### src/rtl/yari_mem_arbiter.sv
// Purpose : merges the yari I-fetch (read-only) and D-mem (read/write) request
//           streams onto one pipelined slave port and steers read data back
//           through an in-order 1-bit source-tag FIFO.
// Latency : request and read-data paths are combinational (zero added cycles).
// Backpr. : per-side wait = not granted or slave m_wait; a stalled grant is locked
//           until accepted; reads are blocked while DEPTH reads are in flight.
//
// Ports:
//   clock, rst                 clock and synchronous active-high reset
//   i_a/i_rd/i_wait            I-side request; i_rdata/i_rdv I-side response
//   d_a/d_rd/d_wr/d_wd/d_be    D-side request; d_wait stall; d_rdata/d_rdv response
//   m_a/m_rd/m_wr/m_wd/m_be    slave request; m_wait stall; m_rdata/m_rdv response
//   outstanding                reads in flight
//   err                        sticky: response arrived with no read outstanding
module yari_mem_arbiter #(
  parameter int DEPTH = 4,
  parameter int AW    = 30
) (
  input  logic                     clock,
  input  logic                     rst,
  // I side
  input  logic [AW-1:0]            i_a,
  input  logic                     i_rd,
  output logic                     i_wait,
  output logic [31:0]              i_rdata,
  output logic                     i_rdv,
  // D side
  input  logic [AW-1:0]            d_a,
  input  logic                     d_rd,
  input  logic                     d_wr,
  input  logic [31:0]              d_wd,
  input  logic [3:0]               d_be,
  output logic                     d_wait,
  output logic [31:0]              d_rdata,
  output logic                     d_rdv,
  // slave port
  output logic [AW-1:0]            m_a,
  output logic                     m_rd,
  output logic                     m_wr,
  output logic [31:0]              m_wd,
  output logic [3:0]               m_be,
  input  logic                     m_wait,
  input  logic [31:0]              m_rdata,
  input  logic                     m_rdv,
  // status
  output logic [$clog2(DEPTH):0]   outstanding,
  output logic                     err
);

  localparam int PW = $clog2(DEPTH);
  localparam int CW = PW + 1;

  typedef enum logic [1:0] {
    LOCK_NONE = 2'd0,
    LOCK_I    = 2'd1,
    LOCK_D    = 2'd2
  } lock_e;

  // Tag FIFO: bit value 0 = I-side read, 1 = D-side read.
  logic [DEPTH-1:0] fifo_q, fifo_d;
  logic [PW-1:0]    head_q, head_d;
  logic [PW-1:0]    tail_q, tail_d;
  logic [CW-1:0]    count_q, count_d;
  lock_e            lock_q, lock_d;
  logic             last_grant_q, last_grant_d;  // 0 = I, 1 = D
  logic             err_q, err_d;

  logic full, empty;
  logic i_elig, d_elig;
  logic gnt_i, gnt_d;
  logic req_any, accept, push, pop, head_tag;

  always_comb begin
    full   = (count_q == CW'(DEPTH));
    empty  = (count_q == '0);
    // Full blocks new reads even when a pop lands in the same cycle, which keeps
    // the eligibility decision off the m_rdv path.
    i_elig = i_rd & ~full;
    d_elig = d_wr | (d_rd & ~full);

    gnt_i = 1'b0;
    gnt_d = 1'b0;
    if (!rst) begin
      case (lock_q)
        LOCK_I:  gnt_i = 1'b1;
        LOCK_D:  gnt_d = 1'b1;
        default: begin
          if (i_elig && d_elig) begin
            // Tie goes to the side that did not win the last acceptance.
            if (last_grant_q) gnt_i = 1'b1;
            else              gnt_d = 1'b1;
          end else if (i_elig) begin
            gnt_i = 1'b1;
          end else if (d_elig) begin
            gnt_d = 1'b1;
          end
        end
      endcase
    end

    m_a  = gnt_i ? i_a : d_a;
    m_wd = d_wd;
    m_be = gnt_i ? 4'hF : d_be;
    // A locked side that dropped its request issues nothing; the lock then lapses.
    m_rd = (gnt_i & i_rd) | (gnt_d & d_rd);
    m_wr = gnt_d & d_wr;

    i_wait = ~gnt_i | m_wait;
    d_wait = ~gnt_d | m_wait;

    req_any  = m_rd | m_wr;
    accept   = req_any & ~m_wait;
    push     = accept & m_rd;
    pop      = ~rst & m_rdv & ~empty;
    head_tag = fifo_q[head_q];

    i_rdata = m_rdata;
    d_rdata = m_rdata;
    i_rdv   = pop & ~head_tag;
    d_rdv   = pop &  head_tag;

    fifo_d = fifo_q;
    if (push) fifo_d[tail_q] = gnt_d;
    tail_d  = push ? tail_q + PW'(1) : tail_q;
    head_d  = pop  ? head_q + PW'(1) : head_q;
    count_d = count_q + CW'(push) - CW'(pop);

    if (accept)       lock_d = LOCK_NONE;
    else if (req_any) lock_d = gnt_d ? LOCK_D : LOCK_I;
    else              lock_d = LOCK_NONE;

    last_grant_d = accept ? gnt_d : last_grant_q;
    err_d        = err_q | (~rst & m_rdv & empty);

    outstanding = count_q;
    err         = err_q;
  end

  always_ff @(posedge clock) begin
    if (rst) begin
      fifo_q       <= '0;
      head_q       <= '0;
      tail_q       <= '0;
      count_q      <= '0;
      lock_q       <= LOCK_NONE;
      last_grant_q <= 1'b0;
      err_q        <= 1'b0;
    end else begin
      fifo_q       <= fifo_d;
      head_q       <= head_d;
      tail_q       <= tail_d;
      count_q      <= count_d;
      lock_q       <= lock_d;
      last_grant_q <= last_grant_d;
      err_q        <= err_d;
    end
  end

endmodule
### config.mk
export PLATFORM = sky130hd
export DESIGN_NAME = yari_mem_arbiter
export DESIGN_NICKNAME = d
export VERILOG_FILES = /design/src/rtl/yari_mem_arbiter.sv
export SDC_FILE = /design/constraint.sdc
export NUM_CORES = 1
export LEC_CHECK = 0
export CAP_MARGIN = 0
export CORE_AREA = 2 2 107 109
export DETAILED_ROUTE_END_ITERATION = 6
export DIE_AREA = 0 0 109 111
export GPL_ROUTABILITY_DRIVEN = 0
export PLACE_DENSITY = 0.76
export SYNTH_ARGS = -nofsm -noshare
export SYNTH_HDL_FRONTEND = slang
export SYNTH_SLANG_ARGS = --single-unit
export TNS_END_PERCENT = 30
### constraint.sdc
create_clock -name clock -period 6.85 [get_ports clock]
set_input_delay 1.37 -clock clock [delete_from_list [all_inputs] [get_ports clock]]
set_output_delay 1.37 -clock clock [all_outputs]
set_load 0.01 [all_outputs]
==> out/results.ini <==
[timing]
timing.hold.ws_ns = 0.467
worstMarginPinSlew_ns = 1.03
max_freq_mhz = 188
finalHoldViolations = 0
grt_setup_unrepaired = no
relSlewSlack_pct = 31.2
final-max-slew-violation-count = 0
timing.final.crit_share_pct = 77.7
period_minus_slack_ns = 5.32
setup_tns_ns = 0
fin_ws_ns = 1.53
skew_ns = 0.00355
setup_violations = 0

[setup_path]
endpoint_kind = output pin
path_max_fanout = 35
crit_arrival_ns = 3.95
required_ns = 5.48
startpoint_type = input port
path_class = input port to output pin

[global_routing]
grt_pass1_wl_um = 7620
track_usage_pct = 7.92
grt_pass1_vias = 1515
overflow = 0
antenna_found_initial = 0
grt_max_degree = 36

[run_status]
status = finished clean

[floorplan]
die_w_um = 109
die_area_sq_um = 12100
rows = 39
io_pins = 275
initial_utilization_pct = 18.4
coreArea_sq_um = 11100
die_height_um = 111

[yosys]
yosysWarnings = 0
synth_cell_types = 35
ys_seq_area_share_pct = 14.7
syn_inst = 238
mappedNetlistArea_sq_um = 2040
ys_seq_elements = 15
syn_nets = 382
syn_avg_cell_area_sq_um = 8.57

[cells_and_area]
most-common-layout-cells = clkdlybuf4s50_1 (114), mux2_2 (22), dfxtp_1 (15)
nNetsFinal = 401
area_growth_pct = 31.7
num_antenna_cells = 0
drive_gt1_share_pct = 12.9
fin_util_pct = 24.2
final_common_cell = clkdlybuf4s50_1

[clock_network]
clock_path_buffers = 2
clock-sinks = 15
htreeDepth = 1
cts_resized = 0
root_buffer = clkbuf_16
clk_pin_slew_ns = 0.05
cts_tree = done
post-cts-setup-buffers = 0
clock_latency_ns = 0.25
ctsHoldBuffers = 0
cts-buffers-inserted = 3

[pwr]
leakagePower_nw = 0.980
irDropWorstVdd_v = 0.0000911
power_density_nw_per_um2 = 185

[route]
dr.pass1.iters = 4
num_vias = 1528
drt_iter0_drc = 69
wl_per_cell_um = 12.5
vias_per_cell = 3.83
drc = 0
ant_nets = 0
totalWireLength_um = 5000

[placed_design]
dp_hpwl_um = 4130
portBuffers = 114
dpl_worst_slack_ns = 1.52

[min_path]
hp-class = flip-flop to flip-flop

[run]
maxCapViolations = 0

## final timing paths
| path | cells past startpoint | end | slack [ns] | startpoint |
|---|---|---|---|---|
| worst max-delay path | 6 | m_a[14] | 1.53 | d_rd |
| worst min-delay path | 2 | err | 0.47 | err |
| worst max register to register | 14 | outstanding[2] | 3.90 | lock_q[0] |
| worst min register to register | 2 | err | 0.47 | err |
## report_power, final
group / total (mW) / switching (mW) / internal, mW
combinational: 0.264 / 0.106 / 0.158
clock: 0.115 / 0.0374 / 0.0781
sequential: 0.118 / 0.0156 / 0.102
total: 0.497 / 0.159 / 0.338
## cells in the mapped netlist, drive strengths merged
cell type | instances | share of area (%)
nor2 | 9 | 1.7
or3 | 2 | 0.61
and3 | 1 | 0.55
o31ai | 5 | 2.1
or3b | 1 | 0.55
a32o | 1 | 0.49
mux2 | 30 | 17
fa | 1 | 0.98
nand2b | 8 | 2.5
a311oi | 1 | 0.43
clkbuf | 2 | 0.37
dfxtp | 15 | 15
o21ba | 1 | 0.49
inv | 7 | 1.3
nand2 | 8 | 1.5
o21a | 2 | 0.74
o21ai | 11 | 3.3
a21o | 1 | 0.37
and2 | 1 | 0.31
buf | 99 | 37
nor3b | 4 | 1.5
ha | 8 | 4.9
xnor2 | 2 | 0.86
mux2i | 1 | 0.49
nor2b | 6 | 1.8
a21oi | 4 | 0.98
xor2 | 2 | 0.86
nor3 | 2 | 0.49
mux4 | 1 | 1.1
nor4 | 2 | 0.61
## sequential cells by signal (all words and copies together) (netlist names)
name and cells:
outstanding 3, tail_q 2, lock_q 2, last_grant_q 1
head_q 2, err 1, fifo_q 4
## routing by layer
metal  wire length (um)  GRT usage (%)  share of wire (%)  vias to the layer above
met4                117           4.19                2.3                        0
met2               2510           13.8                 50                       86
met1               1880           8.44                 38                      682
met5                  0              0                  0                        -
met3                485           2.29                9.7                       26
li1                   -              -                  -                      734
## logic make-up after synthesis
logic type | after synthesis | share of synthesized area [%]
AOI/OAI and AO/OA | 26 | 8.83
muxes | 32 | 18.2
and+or+nand+nor | 44 | 12.0
buffers and inverters | 108 | 38.7
xor gates and xnor gates | 4 | 1.72
DFF | 15 | 14.7
adders and majority gates | 9 | 5.89
## worst max-delay path: stages
cell	delay [ns]
clkdlybuf4s50_1	0.55
nor2_1	0.09
and3_4	0.19
o21ai_4	0.78
mux2_2	0.45
clkdlybuf4s50_1	0.49
## per-stage QoR
step | total power, mW | instances | instance area [sq um]
floorplan | 0.310 | 238 | 2040
global placement | 0.377 | 395 | 2610
detailed placement | 0.385 | 395 | 2610
CTS | 0.503 | 399 | 2690
global route | 0.530 | 399 | 2690
finish | 0.497 | 399 | 2690
## area by class of cell
cell class                 count  area, sq um
fill                        1186         8390
timing repair buffer         115         1150
multi-input combinational    115          951
sequential                    15          300
tap                          143          179
clock buffer                   3         75.1
inverter                       7         26.3
clock inverter                 1         5.00
(Power assumes the default switching activity.)
